===== src/rtl/multi_cycle_ctrl.sv =====
// -----------------------------------------------------------------------------
// multi_cycle_ctrl
// Main control FSM for a multi-cycle 32-bit CPU. Sequences fetch, decode,
// execute, memory and writeback over a shared datapath (one ALU, one memory
// port, IR, register file, PC) and drives every datapath strobe, mux select
// and the ALU function code. Memory waits are bounded by a timeout.
//
// Parameters:
//   TIMEOUT_CYC  cycles a memory state waits for mem_ready before abort
//                (1 .. 2**CNT_W-1)
//   CNT_W        width of the memory wait counter
//
// Ports:
//   clk, rst_n             clock (rising edge), async active-low reset
//   opcode, funct          IR[31:26], IR[5:0]
//   zero                   ALU zero flag (consumed by the datapath PC gate)
//   mem_ready              memory completes the current access this cycle
//   pc_write/_cond         unconditional / zero-qualified PC load
//   iord                   memory address select: 0=PC, 1=ALUOut
//   mem_read, mem_write    memory requests
//   ir_write               IR load
//   mem_to_reg, reg_dst    register-file write data / destination selects
//   reg_write              register-file write
//   alu_src_a, alu_src_b   ALU operand selects
//   ext_zero               zero-extend the immediate (ori)
//   pc_source              PC source select: 0=ALU, 1=ALUOut, 2=jump target
//   alu_ctrl               ALU function code
//   illegal, mem_err       one-cycle pulses: unsupported inst, memory timeout
//   inst_cnt               retired-instruction count
//
// Optional feature macro: MULTI_CYCLE_CTRL_INST_CNT_EN
//   defined   -> inst_cnt is a free-running 32-bit retired-instruction count
//   undefined -> inst_cnt is tied to 0 and no counter flops exist
//
// Outputs are decoded combinationally from the state (plus opcode, funct and
// mem_ready where the handshake needs it) and forced to their idle values
// while rst_n is low, so an asynchronous reset silences the datapath at once.
// -----------------------------------------------------------------------------
module multi_cycle_ctrl #(
   parameter int unsigned TIMEOUT_CYC = 255,
   parameter int unsigned CNT_W       = 8
) (
   input  logic        clk,
   input  logic        rst_n,
   input  logic [5:0]  opcode,
   input  logic [5:0]  funct,
   input  logic        zero,
   input  logic        mem_ready,
   output logic        pc_write,
   output logic        pc_write_cond,
   output logic        iord,
   output logic        mem_read,
   output logic        mem_write,
   output logic        ir_write,
   output logic        mem_to_reg,
   output logic        reg_dst,
   output logic        reg_write,
   output logic        alu_src_a,
   output logic [1:0]  alu_src_b,
   output logic        ext_zero,
   output logic [1:0]  pc_source,
   output logic [2:0]  alu_ctrl,
   output logic        illegal,
   output logic        mem_err,
   output logic [31:0] inst_cnt
);

   localparam int unsigned OP_W   = 6;
   localparam int unsigned ALU_W  = 3;
   localparam int unsigned SEL_W  = 2;
   localparam int unsigned INST_W = 32;

   // Opcodes
   localparam logic [OP_W-1:0] OP_RTYPE = 6'h00;
   localparam logic [OP_W-1:0] OP_J     = 6'h02;
   localparam logic [OP_W-1:0] OP_BEQ   = 6'h04;
   localparam logic [OP_W-1:0] OP_ADDI  = 6'h08;
   localparam logic [OP_W-1:0] OP_ORI   = 6'h0D;
   localparam logic [OP_W-1:0] OP_LW    = 6'h23;
   localparam logic [OP_W-1:0] OP_SW    = 6'h2B;

   // R-type function codes
   localparam logic [OP_W-1:0] FN_ADD = 6'h20;
   localparam logic [OP_W-1:0] FN_SUB = 6'h22;
   localparam logic [OP_W-1:0] FN_AND = 6'h24;
   localparam logic [OP_W-1:0] FN_OR  = 6'h25;
   localparam logic [OP_W-1:0] FN_SLT = 6'h2A;

   // ALU function codes
   localparam logic [ALU_W-1:0] ALU_AND = 3'b000;
   localparam logic [ALU_W-1:0] ALU_OR  = 3'b001;
   localparam logic [ALU_W-1:0] ALU_ADD = 3'b010;
   localparam logic [ALU_W-1:0] ALU_SUB = 3'b110;
   localparam logic [ALU_W-1:0] ALU_SLT = 3'b111;

   // ALU operand B selects
   localparam logic [SEL_W-1:0] SRC_B_REG    = 2'd0;
   localparam logic [SEL_W-1:0] SRC_B_FOUR   = 2'd1;
   localparam logic [SEL_W-1:0] SRC_B_IMM    = 2'd2;
   localparam logic [SEL_W-1:0] SRC_B_IMM_SH = 2'd3;

   // PC source selects
   localparam logic [SEL_W-1:0] PCS_ALU    = 2'd0;
   localparam logic [SEL_W-1:0] PCS_ALUOUT = 2'd1;
   localparam logic [SEL_W-1:0] PCS_JUMP   = 2'd2;

   localparam logic [CNT_W-1:0] CNT_LIMIT = CNT_W'(TIMEOUT_CYC);

   typedef enum logic [3:0] {
      ST_FETCH   = 4'd0,
      ST_DECODE  = 4'd1,
      ST_MEM_ADR = 4'd2,
      ST_MEM_RD  = 4'd3,
      ST_MEM_WB  = 4'd4,
      ST_MEM_WR  = 4'd5,
      ST_EXEC_R  = 4'd6,
      ST_R_WB    = 4'd7,
      ST_EXEC_I  = 4'd8,
      ST_I_WB    = 4'd9,
      ST_BRANCH  = 4'd10,
      ST_JUMP    = 4'd11
   } state_e;

   state_e             state_q, state_d;
   logic [CNT_W-1:0]   wait_cnt_q, wait_cnt_d;

   logic               wait_st_c;
   logic               timeout_c;
   logic               funct_ok_c;
   logic [ALU_W-1:0]   r_alu_c;
   logic               is_ori_c;
   logic [ALU_W-1:0]   i_alu_c;
   logic               retire_c;

   logic               pc_write_c;
   logic               pc_write_cond_c;
   logic               iord_c;
   logic               mem_read_c;
   logic               mem_write_c;
   logic               ir_write_c;
   logic               mem_to_reg_c;
   logic               reg_dst_c;
   logic               reg_write_c;
   logic               alu_src_a_c;
   logic [SEL_W-1:0]   alu_src_b_c;
   logic               ext_zero_c;
   logic [SEL_W-1:0]   pc_source_c;
   logic [ALU_W-1:0]   alu_ctrl_c;
   logic               illegal_c;
   logic               mem_err_c;

   // The branch decision is made by the datapath from pc_write_cond and zero.
   logic               unused_zero;
   assign unused_zero = zero;

   // A memory wait expires when the counter hits the limit with no ready.
   assign wait_st_c = (state_q == ST_FETCH) || (state_q == ST_MEM_RD) ||
                      (state_q == ST_MEM_WR);
   assign timeout_c = wait_st_c && !mem_ready && (wait_cnt_q == CNT_LIMIT);

   assign is_ori_c = (opcode == OP_ORI);
   assign i_alu_c  = is_ori_c ? ALU_OR : ALU_ADD;

   // R-type function decode, shared by DECODE (legality) and EXEC_R/R_WB.
   always_comb begin : funct_dec
      funct_ok_c = 1'b1;
      r_alu_c    = ALU_ADD;
      case (funct)
         FN_ADD:  r_alu_c = ALU_ADD;
         FN_SUB:  r_alu_c = ALU_SUB;
         FN_AND:  r_alu_c = ALU_AND;
         FN_OR:   r_alu_c = ALU_OR;
         FN_SLT:  r_alu_c = ALU_SLT;
         default: funct_ok_c = 1'b0;
      endcase
   end

   // Next state and per-state datapath controls.
   always_comb begin : fsm_next
      state_d         = state_q;
      pc_write_c      = 1'b0;
      pc_write_cond_c = 1'b0;
      iord_c          = 1'b0;
      mem_read_c      = 1'b0;
      mem_write_c     = 1'b0;
      ir_write_c      = 1'b0;
      mem_to_reg_c    = 1'b0;
      reg_dst_c       = 1'b0;
      reg_write_c     = 1'b0;
      alu_src_a_c     = 1'b0;
      alu_src_b_c     = SRC_B_REG;
      ext_zero_c      = 1'b0;
      pc_source_c     = PCS_ALU;
      alu_ctrl_c      = ALU_ADD;
      illegal_c       = 1'b0;
      mem_err_c       = 1'b0;
      retire_c        = 1'b0;

      case (state_q)
         ST_FETCH: begin
            // PC + 4 computed while the instruction read is outstanding.
            mem_read_c  = !timeout_c;
            alu_src_b_c = SRC_B_FOUR;
            pc_source_c = PCS_ALU;
            if (mem_ready) begin
               ir_write_c = 1'b1;
               pc_write_c = 1'b1;
               state_d    = ST_DECODE;
            end else if (timeout_c) begin
               mem_err_c = 1'b1;
               state_d   = ST_FETCH;
            end
         end

         ST_DECODE: begin
            // Branch target speculatively into ALUOut.
            alu_src_b_c = SRC_B_IMM_SH;
            case (opcode)
               OP_RTYPE: begin
                  if (funct_ok_c) begin
                     state_d = ST_EXEC_R;
                  end else begin
                     illegal_c = 1'b1;
                     state_d   = ST_FETCH;
                  end
               end
               OP_LW, OP_SW:     state_d = ST_MEM_ADR;
               OP_ADDI, OP_ORI:  state_d = ST_EXEC_I;
               OP_BEQ:           state_d = ST_BRANCH;
               OP_J:             state_d = ST_JUMP;
               default: begin
                  illegal_c = 1'b1;
                  state_d   = ST_FETCH;
               end
            endcase
         end

         ST_MEM_ADR: begin
            alu_src_a_c = 1'b1;
            alu_src_b_c = SRC_B_IMM;
            state_d     = (opcode == OP_LW) ? ST_MEM_RD : ST_MEM_WR;
         end

         ST_MEM_RD: begin
            mem_read_c = !timeout_c;
            iord_c     = 1'b1;
            if (mem_ready) begin
               state_d = ST_MEM_WB;
            end else if (timeout_c) begin
               mem_err_c = 1'b1;
               state_d   = ST_FETCH;
            end
         end

         ST_MEM_WB: begin
            reg_write_c  = 1'b1;
            mem_to_reg_c = 1'b1;
            retire_c     = 1'b1;
            state_d      = ST_FETCH;
         end

         ST_MEM_WR: begin
            mem_write_c = !timeout_c;
            iord_c      = 1'b1;
            if (mem_ready) begin
               retire_c = 1'b1;
               state_d  = ST_FETCH;
            end else if (timeout_c) begin
               mem_err_c = 1'b1;
               state_d   = ST_FETCH;
            end
         end

         ST_EXEC_R: begin
            alu_src_a_c = 1'b1;
            alu_src_b_c = SRC_B_REG;
            alu_ctrl_c  = r_alu_c;
            state_d     = ST_R_WB;
         end

         ST_R_WB: begin
            reg_write_c = 1'b1;
            reg_dst_c   = 1'b1;
            alu_ctrl_c  = r_alu_c;
            retire_c    = 1'b1;
            state_d     = ST_FETCH;
         end

         ST_EXEC_I: begin
            alu_src_a_c = 1'b1;
            alu_src_b_c = SRC_B_IMM;
            ext_zero_c  = is_ori_c;
            alu_ctrl_c  = i_alu_c;
            state_d     = ST_I_WB;
         end

         ST_I_WB: begin
            reg_write_c = 1'b1;
            alu_ctrl_c  = i_alu_c;
            retire_c    = 1'b1;
            state_d     = ST_FETCH;
         end

         ST_BRANCH: begin
            // Compare A - B; the datapath qualifies the PC load with zero.
            alu_src_a_c     = 1'b1;
            alu_src_b_c     = SRC_B_REG;
            alu_ctrl_c      = ALU_SUB;
            pc_write_cond_c = 1'b1;
            pc_source_c     = PCS_ALUOUT;
            retire_c        = 1'b1;
            state_d         = ST_FETCH;
         end

         ST_JUMP: begin
            pc_write_c  = 1'b1;
            pc_source_c = PCS_JUMP;
            retire_c    = 1'b1;
            state_d     = ST_FETCH;
         end

         default: state_d = ST_FETCH;
      endcase
   end

   // Wait counter: zero outside wait states, so every wait state is entered
   // with a cleared count; counts only cycles without ready.
   always_comb begin : wait_cnt_next
      wait_cnt_d = '0;
      if (wait_st_c && !mem_ready && !timeout_c) begin
         wait_cnt_d = wait_cnt_q + CNT_W'(1);
      end
   end

   // State and wait counter registers.
   always_ff @(posedge clk or negedge rst_n) begin : fsm_regs
      if (!rst_n) begin
         state_q    <= ST_FETCH;
         wait_cnt_q <= '0;
      end else begin
         state_q    <= state_d;
         wait_cnt_q <= wait_cnt_d;
      end
   end

   // Outputs held idle while reset is asserted.
   assign pc_write      = rst_n & pc_write_c;
   assign pc_write_cond = rst_n & pc_write_cond_c;
   assign iord          = rst_n & iord_c;
   assign mem_read      = rst_n & mem_read_c;
   assign mem_write     = rst_n & mem_write_c;
   assign ir_write      = rst_n & ir_write_c;
   assign mem_to_reg    = rst_n & mem_to_reg_c;
   assign reg_dst       = rst_n & reg_dst_c;
   assign reg_write     = rst_n & reg_write_c;
   assign alu_src_a     = rst_n & alu_src_a_c;
   assign alu_src_b     = rst_n ? alu_src_b_c : SRC_B_REG;
   assign ext_zero      = rst_n & ext_zero_c;
   assign pc_source     = rst_n ? pc_source_c : PCS_ALU;
   assign alu_ctrl      = rst_n ? alu_ctrl_c : ALU_ADD;
   assign illegal       = rst_n & illegal_c;
   assign mem_err       = rst_n & mem_err_c;

`ifdef MULTI_CYCLE_CTRL_INST_CNT_EN
   // Retired-instruction counter; aborted instructions never retire.
   logic [INST_W-1:0] inst_cnt_q, inst_cnt_d;

   always_comb begin : inst_cnt_next
      inst_cnt_d = inst_cnt_q;
      if (retire_c) begin
         inst_cnt_d = inst_cnt_q + INST_W'(1);
      end
   end

   always_ff @(posedge clk or negedge rst_n) begin : inst_cnt_reg
      if (!rst_n) begin
         inst_cnt_q <= '0;
      end else begin
         inst_cnt_q <= inst_cnt_d;
      end
   end

   assign inst_cnt = inst_cnt_q;
`else
   logic unused_retire;
   assign unused_retire = retire_c;
   assign inst_cnt      = INST_W'(0);
`endif

endmodule


===== config.mk =====
export PLATFORM = sky130hd
export DESIGN_NAME = multi_cycle_ctrl
export DESIGN_NICKNAME = d
export VERILOG_FILES = /design/src/rtl/multi_cycle_ctrl.sv
export SDC_FILE = /design/constraint.sdc
export NUM_CORES = 1
export LEC_CHECK = 0
export ABC_AREA = 1
export CAP_MARGIN = 40
export CORE_ASPECT_RATIO = 0.9
export CORE_UTILIZATION = 43
export DETAILED_ROUTE_END_ITERATION = 10
export PLACE_DENSITY = 0.83
export SETUP_SLACK_MARGIN = 0.1
export SYNTH_ARGS = -nofsm -noshare
export SYNTH_HDL_FRONTEND = slang
export SYNTH_SLANG_ARGS = --single-unit

===== constraint.sdc =====
create_clock -name clk -period 5.6 [get_ports clk]
set_input_delay 1.68 -clock clk [delete_from_list [all_inputs] [get_ports clk]]
set_output_delay 1.68 -clock clk [all_outputs]
set_load 0.02 [all_outputs]

==> key figures, run 1 <==
CTS
  • CTS tree: yes
  • Clock root buffer master: clkbuf_4
  • H-tree levels: 1
  • CTS Hold Buffers Added: 0
  • Clock slew at reported path FFs: ~0.06 ns
  • Clk_lat worst skew: 0.28 ns
  • CTS Sinks: 12
  • Clock buffer depth: 2
  • Number of setup buffers added after CTS: 0
  • Post-cts sizing count: 0
  • CTS buffer count: 3

Power
  • Combinational Power Share: 54.4%
  • Sw frac: 46.26%
  • Reg power frac: between 30 and 40%
  • Clock power share: between 10 and 15%
  • Switching Power: 166.3 uW
  • VDD IR max: 0.1296 mV
  • PwrDens: 220.5 nW/um^2
  • Leak Pwr: 0.0008449 uW
  • Pint: 193.2 uW

Die
  • Die width: 60.79 um
  • IO Pins: 68
  • # rows: 18
  • Core area: 2838 sq um
  • Starting Density: between 40% and 50%
  • Die height: 54.91 um
  • Die ar.: 3338 sq um

Placed design
  • Routability cong.: 0.8547
  • Dpl ws: 0.3731 ns
  • PortBufs: 34
  • Post-DP HPWL: 2320 um

Drt
  • Avg Vias per Cell: roughly 4.7
  • DR vias: 1410
  • Initial DRC Count: 53
  • Final antenna-violating net count: 0
  • DR pass1 iterations: 4
  • Wire per inst: 9.246 um
  • DRC Markers: 0
  • WL final: 2783 um

STA
  • Layout Skew: 0.006398 ns
  • Final setup vio count: 0
  • Fin worst setup slack: 0.3673 ns
  • Minimum clock period: ~5.2 ns
  • RSZ-0062 raised after global routing: false
  • Fmax: around 190 MHz
  • Fin Setup TNS: 0 ns
  • Slew Viols, Final: 0
  • Final Cycle Share: 93.44%
  • Final Hold Viols: 0

Synthesis
  • Mean Syn Cell Area: 5.945 sq um
  • Yosys top cell area share: ~22%
  • Yosys warns: 0
  • Mux share of post-synthesis cell area: 0%
  • Main combinational cell family by area after synthesis: simple AND/OR/NAND/NOR gates
  • Simple-gate share of the synthesized area: 38.91%
  • Post-synth ARST share: 100.0%
  • Mapped Cells: roughly 230
  • Post-Synth Adder-Cell Area: less than 1%
  • Register area share after synthesis: between 20% and 30%
  • Post-synth top cells: nor2_1, nand2_1, buf_4, inv_1, nand3_1
  • Most frequent cell after synthesis: nor2_1
  • Number of synthesized flops with an enable pin: 0
  • Largest cells by area after synthesis: dfrtp_1, buf_4, nor2_1
  • Synth area leader: dfrtp_1
  • Yosys reg bits: 12
  • Unique masters post-synth: 24
  • Mapped Area: 1338 sq um
  • Compound-Gate Fraction of Synth Area: 8.700%
  • Top FF cell, synth: dfrtp_1
  • XOR/XNOR Fraction of Synth Area: 0.6548%

Global routing
  • GRT overflow: 0
  • Vias in the first global route: between 1000 and 1500
  • Total track usage: 18.21%
  • Largest net degree at the start of global routing: 11
  • First-pass GRT wire length: 4588 um
  • Initial antenna violation count: 0

Finish
  • P&R area growth vs syn: 21.89%
  • Layout cell share with drive strength beyond 1: 3.831%
  • Antenna cell count: 0
  • Layout Nets: 280

Setup path
  • Max FO, Critical Path: 6
  • CP arrival: between 3 and 4 ns
  • Reg2reg setup slack: 4.03 ns
  • CP required: 3.92 ns
  • Startpoint Class: primary input
  • Worst Setup End Kind: output port
  • WS Path Type: primary input to output port

Run
  • Max-cap viol count: 0

Run status
  • Outcome: completed

Min path
  • Worst hold path class: flip-flop to flip-flop
-- registers in the layout, summed over array words and instances, names as in the netlist --
| signal | cells |
|---|---|
| state_q | 4 |
| wait_cnt_q | 8 |
-- critical path, cell delays in order --
cell and delay, ns:
clkdlybuf4s50_1 0.43, nor2_1 0.29, nand3_1 0.27, nor2_1 0.15
nor2_1 0.06, nor2_1 0.08, clkdlybuf4s50_1 0.60
-- final timing paths --
check	from	endpoint	depth (start not counted)
worst max-delay path	opcode[5]	alu_ctrl[0]	7
worst min-delay path	wait_cnt_q[0]	wait_cnt_q[0]	1
worst max register to register	wait_cnt_q[0]	state_q[1]	8
worst min register to register	wait_cnt_q[0]	wait_cnt_q[0]	1
max in group asynchronous	rst_n	wait_cnt_q[1]	2
min in group asynchronous	rst_n	wait_cnt_q[6]	2
-- layout by cell type, fill, tap and decap left out --
| cell | netlist | routed |
|---|---|---|
| dfrtp_1 | 12 | 12 |
| nor3b_1 | 1 | 1 |
| o21ai_0 | 6 | 6 |
| ha_1 | 1 | 1 |
| nand3b_1 | 1 | 1 |
| nand2_2 | 2 | 2 |
| nand3_1 | 24 | 24 |
| a41oi_1 | 1 | 1 |
| nor3_1 | 9 | 9 |
| nand2_1 | 38 | 38 |
| clkbuf_4 | 0 | 3 |
| a21oi_1 | 9 | 9 |
| clkdlybuf4s50_1 | 0 | 34 |
| or2_2 | 1 | 1 |
| buf_4 | 33 | 2 |
| inv_1 | 32 | 32 |
| conb_1 | 1 | 32 |
| o31ai_1 | 1 | 1 |
| xor2_1 | 1 | 1 |
| nand4_1 | 1 | 1 |
| a31o_2 | 1 | 1 |
| o21ai_2 | 1 | 1 |
| o21bai_1 | 1 | 1 |
| nor2_1 | 46 | 46 |
| clkinv_1 | 1 | 1 |
-- power groups by stage --
stage / clock network [uW] / registers [uW] / logic [uW]
5_1_grt: 59.4 / 114 / 218
2_1_floorplan: 0 / 110 / 147
3_3_place_gp: 0 / 113 / 191
3_5_place_dp: 0 / 113 / 194
6_report: 52.8 / 111 / 196
4_1_cts: 54.8 / 111 / 195
-- per-layer routing --
metal,track usage (%),share of wire [%],routed length (um)
met1,25.68,48,1324
met2,29.85,45,1240
met3,2.791,7.2,200
met4,3.409,0.61,17
met5,0,0,0
-- layout make-up --
cell class	instances	area, sq um
Fill cell	291	1207
Multi-Input combinational cell	177	778.2
Timing Repair Buffer	36	355.3
Sequential cell	12	300.3
Inverter	33	123.9
Tap cell	40	50.05
Clock buffer	3	22.52
-- kinds of logic (layout without fill, tap and decap cells) --
family                     after synthesis  count (layout)
and+or+nand+nor                        123             123
AOI/OAI and AO/OA                       20              20
xor gates and xnor gates                 1               1
adders and majority gates                1               1
buffers and inverters                   67              72
other                                    1              32
DFF                                     12              12
-- metrics by stage --
| step | util, % | total power (uW) | area [sq um] | std cells | hold slack, ns |
|---|---|---|---|---|---|
| finish | 57.45 | 359.5 | 1630 | 301 | 0.4664 |
| global route | 57.45 | 391.0 | 1630 | 301 | 0.4906 |
| CTS | 57.45 | 361.0 | 1630 | 301 | 0.4708 |
| detailed placement | 56.66 | 307.0 | 1608 | 298 | 0.4569 |
| global placement | 56.66 | 303.8 | 1608 | 298 | 0.4499 |
| floorplan | - | 256.8 | 1454 | 256 | 0.4329 |
(Power assumes the default switching activity.)
==> run 2: changes to the inputs <==
Settings changed: GPL_ROUTABILITY_DRIVEN set to 0, GPL_TIMING_DRIVEN set to 0.
==> run 2 against run 1 <==
Net effect: combinational power up 8%; hold slack improved by 0.014 ns; setup slack worse by 0.071 ns; register-to-register slack barely moved; wire length grew 5.1%; die area did not move; global-route usage grew 0.091 points; non-clock buffer count rose by 32; clock power rose by 31%; highest routed layer unchanged; sequential share of layout area decreased by 2.5 points; fmax decreased by 1.3%; sequential power about the same.
==> key figures, run 2 (same netlist as run 1, synthesis figures left out) <==
CTS
  • Post-cts sizing count: 3
  • H-tree levels: 1
  • Clock root buffer master: clkbuf_4
  • CTS Hold Buffers Added: 0
  • Clock buffer depth: 2
  • CTS tree: yes
  • CTS buffer count: 3
  • Number of setup buffers added after CTS: 0
  • Clk_lat worst skew: 0.28 ns
  • Clock slew at reported path FFs: 0.07 ns
  • CTS Sinks: 12

Finish
  • Largest register FFs: 8
  • P&R area growth vs syn: 40.79%
  • Largest register by flop count: wait_cnt_q
  • Antenna cell count: 0
  • Layout Utilization: 66.36%
  • Layout Nets: roughly 310
  • Commonest non-fill, non-tap cells in the layout: nor2_1, nand2_1, buf_4, clkdlybuf4s50_1
  • Layout cell share with drive strength beyond 1: 14.97%
  • Non-filler cells, final: 334
  • Most common cell after layout, fill and taps aside: nor2_1
  • Largest registers: wait_cnt_q (8), state_q (4)

Global routing
  • Total track usage: about 18%
  • Largest net degree at the start of global routing: 14
  • Grt met2 use: 29.85%
  • Global routing's busiest layer: met2
  • GR Layer Usage met1: 26.50%
  • Vias in the first global route: 1121
  • Met3 Use GR: 2.558%
  • GRT overflow: 0
  • First-pass GRT wire length: around 4700 um
  • Initial antenna violation count: 0

Drt
  • Final antenna-violating net count: 0
  • Avg Vias per Cell: 4.404
  • Wire per inst: 8.760 um
  • DR vias: 1471
  • Initial DRC Count: between 70 and 80
  • WL final: 2926 um
  • DR pass1 iterations: 4
  • DRC Markers: 0

STA
  • RSZ-0062 raised after global routing: false
  • Minimum clock period: 5.303 ns
  • Final Hold Viols: 0
  • Final setup vio count: 0
  • Fin Setup TNS: 0 ns
  • Layout Skew: 0.01028 ns
  • WHS: 0.4801 ns
  • Fmax: about 190 MHz
  • Final Cycle Share: 94.70%
  • Slew Viols, Final: 0

Placed design
  • Placed cell count: 330
  • Post-DP HPWL: 2501 um
  • PortBufs: 34

Die
  • Die width: 60.79 um
  • IO Pins: 68
  • Die height: 54.91 um
  • Die ar.: 3338 sq um
  • Starting Density: 47.13%
  • Core area: about 2800 sq um
  • # rows: 18

Run status
  • Outcome: completed

Power
  • Reg power frac: approximately 28%
  • Final Power: 392.1 uW
  • Clock power share: 17.7%
  • Leak Pwr: 0.001028 uW
  • Switching Power: around 170 uW
  • VDD IR max: 0.1282 mV
  • Combinational Power Share: 54.0%
  • Sw frac: 43.43%
  • PwrDens: 208.2 nW/um^2
  • Pint: between 200 and 250 uW

Setup path
  • Startpoint Class: primary input
  • Reg2reg setup slack: 4.02 ns
  • WS Path Type: primary input to output port
  • Max incr delay on CP: 0.59 ns
  • Max FO, Critical Path: 13
  • Worst path slowest cell: clkdlybuf4s50_1
  • Crit-path cells: clkdlybuf4s15_2, clkbuf_2, clkinv_1, nor3_1, buf_4, clkdlybuf4s50_1
  • CP required: 3.92 ns
  • Worst r2r src: wait_cnt_q[0]
  • CP arrival: 3.62 ns
  • Worst Setup End Kind: output port
  • Critical Path Source: rst_n

Min path
  • Worst hold path class: flip-flop to flip-flop
  • HP Start: wait_cnt_q[0]

Run
  • Max-cap viol count: 0
run 2: cell count changes in the layout (fill, tap and decap cells not counted):
cell / previous run / this run
clkdlybuf4s15_2: 0 / 1
clkdlybuf4s50_1: 34 / 33
clkbuf_2: 0 / 1
buf_4: 2 / 33
clkbuf_8: 0 / 1
run 2: final timing paths:
| kind | endpoint | depth (start not counted) |
|---|---|---|
| max in group asynchronous | state_q[2] | 1 |
| min reg2reg | wait_cnt_q[0] | 1 |
| min | wait_cnt_q[0] | 1 |
| max | pc_source[0] | 6 |
| min in group asynchronous | wait_cnt_q[4] | 1 |
| max reg2reg | state_q[1] | 8 |
run 2: metrics by stage:
step                      worst slack (ns)  cell area (sq um)
after global routing                0.1167               1883
final                               0.2967               1883
after floorplan                     0.9357               1454
after detailed placement           -0.3419               1844
after CTS                           0.1403               1882
after global placement             -0.3232               1844
run 2: layout make-up:
| cell class | instances | area (sq um) |
|---|---|---|
| fill | 272 | 954.7 |
| multi-input combinational | 177 | 778.2 |
| timing repair buffer | 34 | 341.6 |
| sequential | 12 | 300.3 |
| buffer | 34 | 252.7 |
| inverter | 33 | 123.9 |
| tap | 40 | 50.05 |
| clock buffer | 4 | 36.28 |
run 2: power by group through the flow:
stage / Sequential, uW / Clock [uW] / Combinational (uW)
6_report: 111 / 69.2 / 212
5_1_grt: 113 / 75.7 / 233
4_1_cts: 111 / 71.0 / 210
3_5_place_dp: 113 / 0 / 210
3_3_place_gp: 113 / 0 / 208
2_1_floorplan: 110 / 0 / 147
run 2: worst max-delay path, delay by kind of cell:
family / cells / cell delay (ns)
buf+inv: 5 / 1.62
simple gates: 1 / 0.32
run 2: routing by layer:
| metal | vias up | wire length [um] |
|---|---|---|
| li1 | 785 | - |
| met1 | 614 | 1338 |
| met2 | 70 | 1276 |
| met3 | 2 | 301 |
| met4 | 0 | 10 |
| met5 | - | 0 |
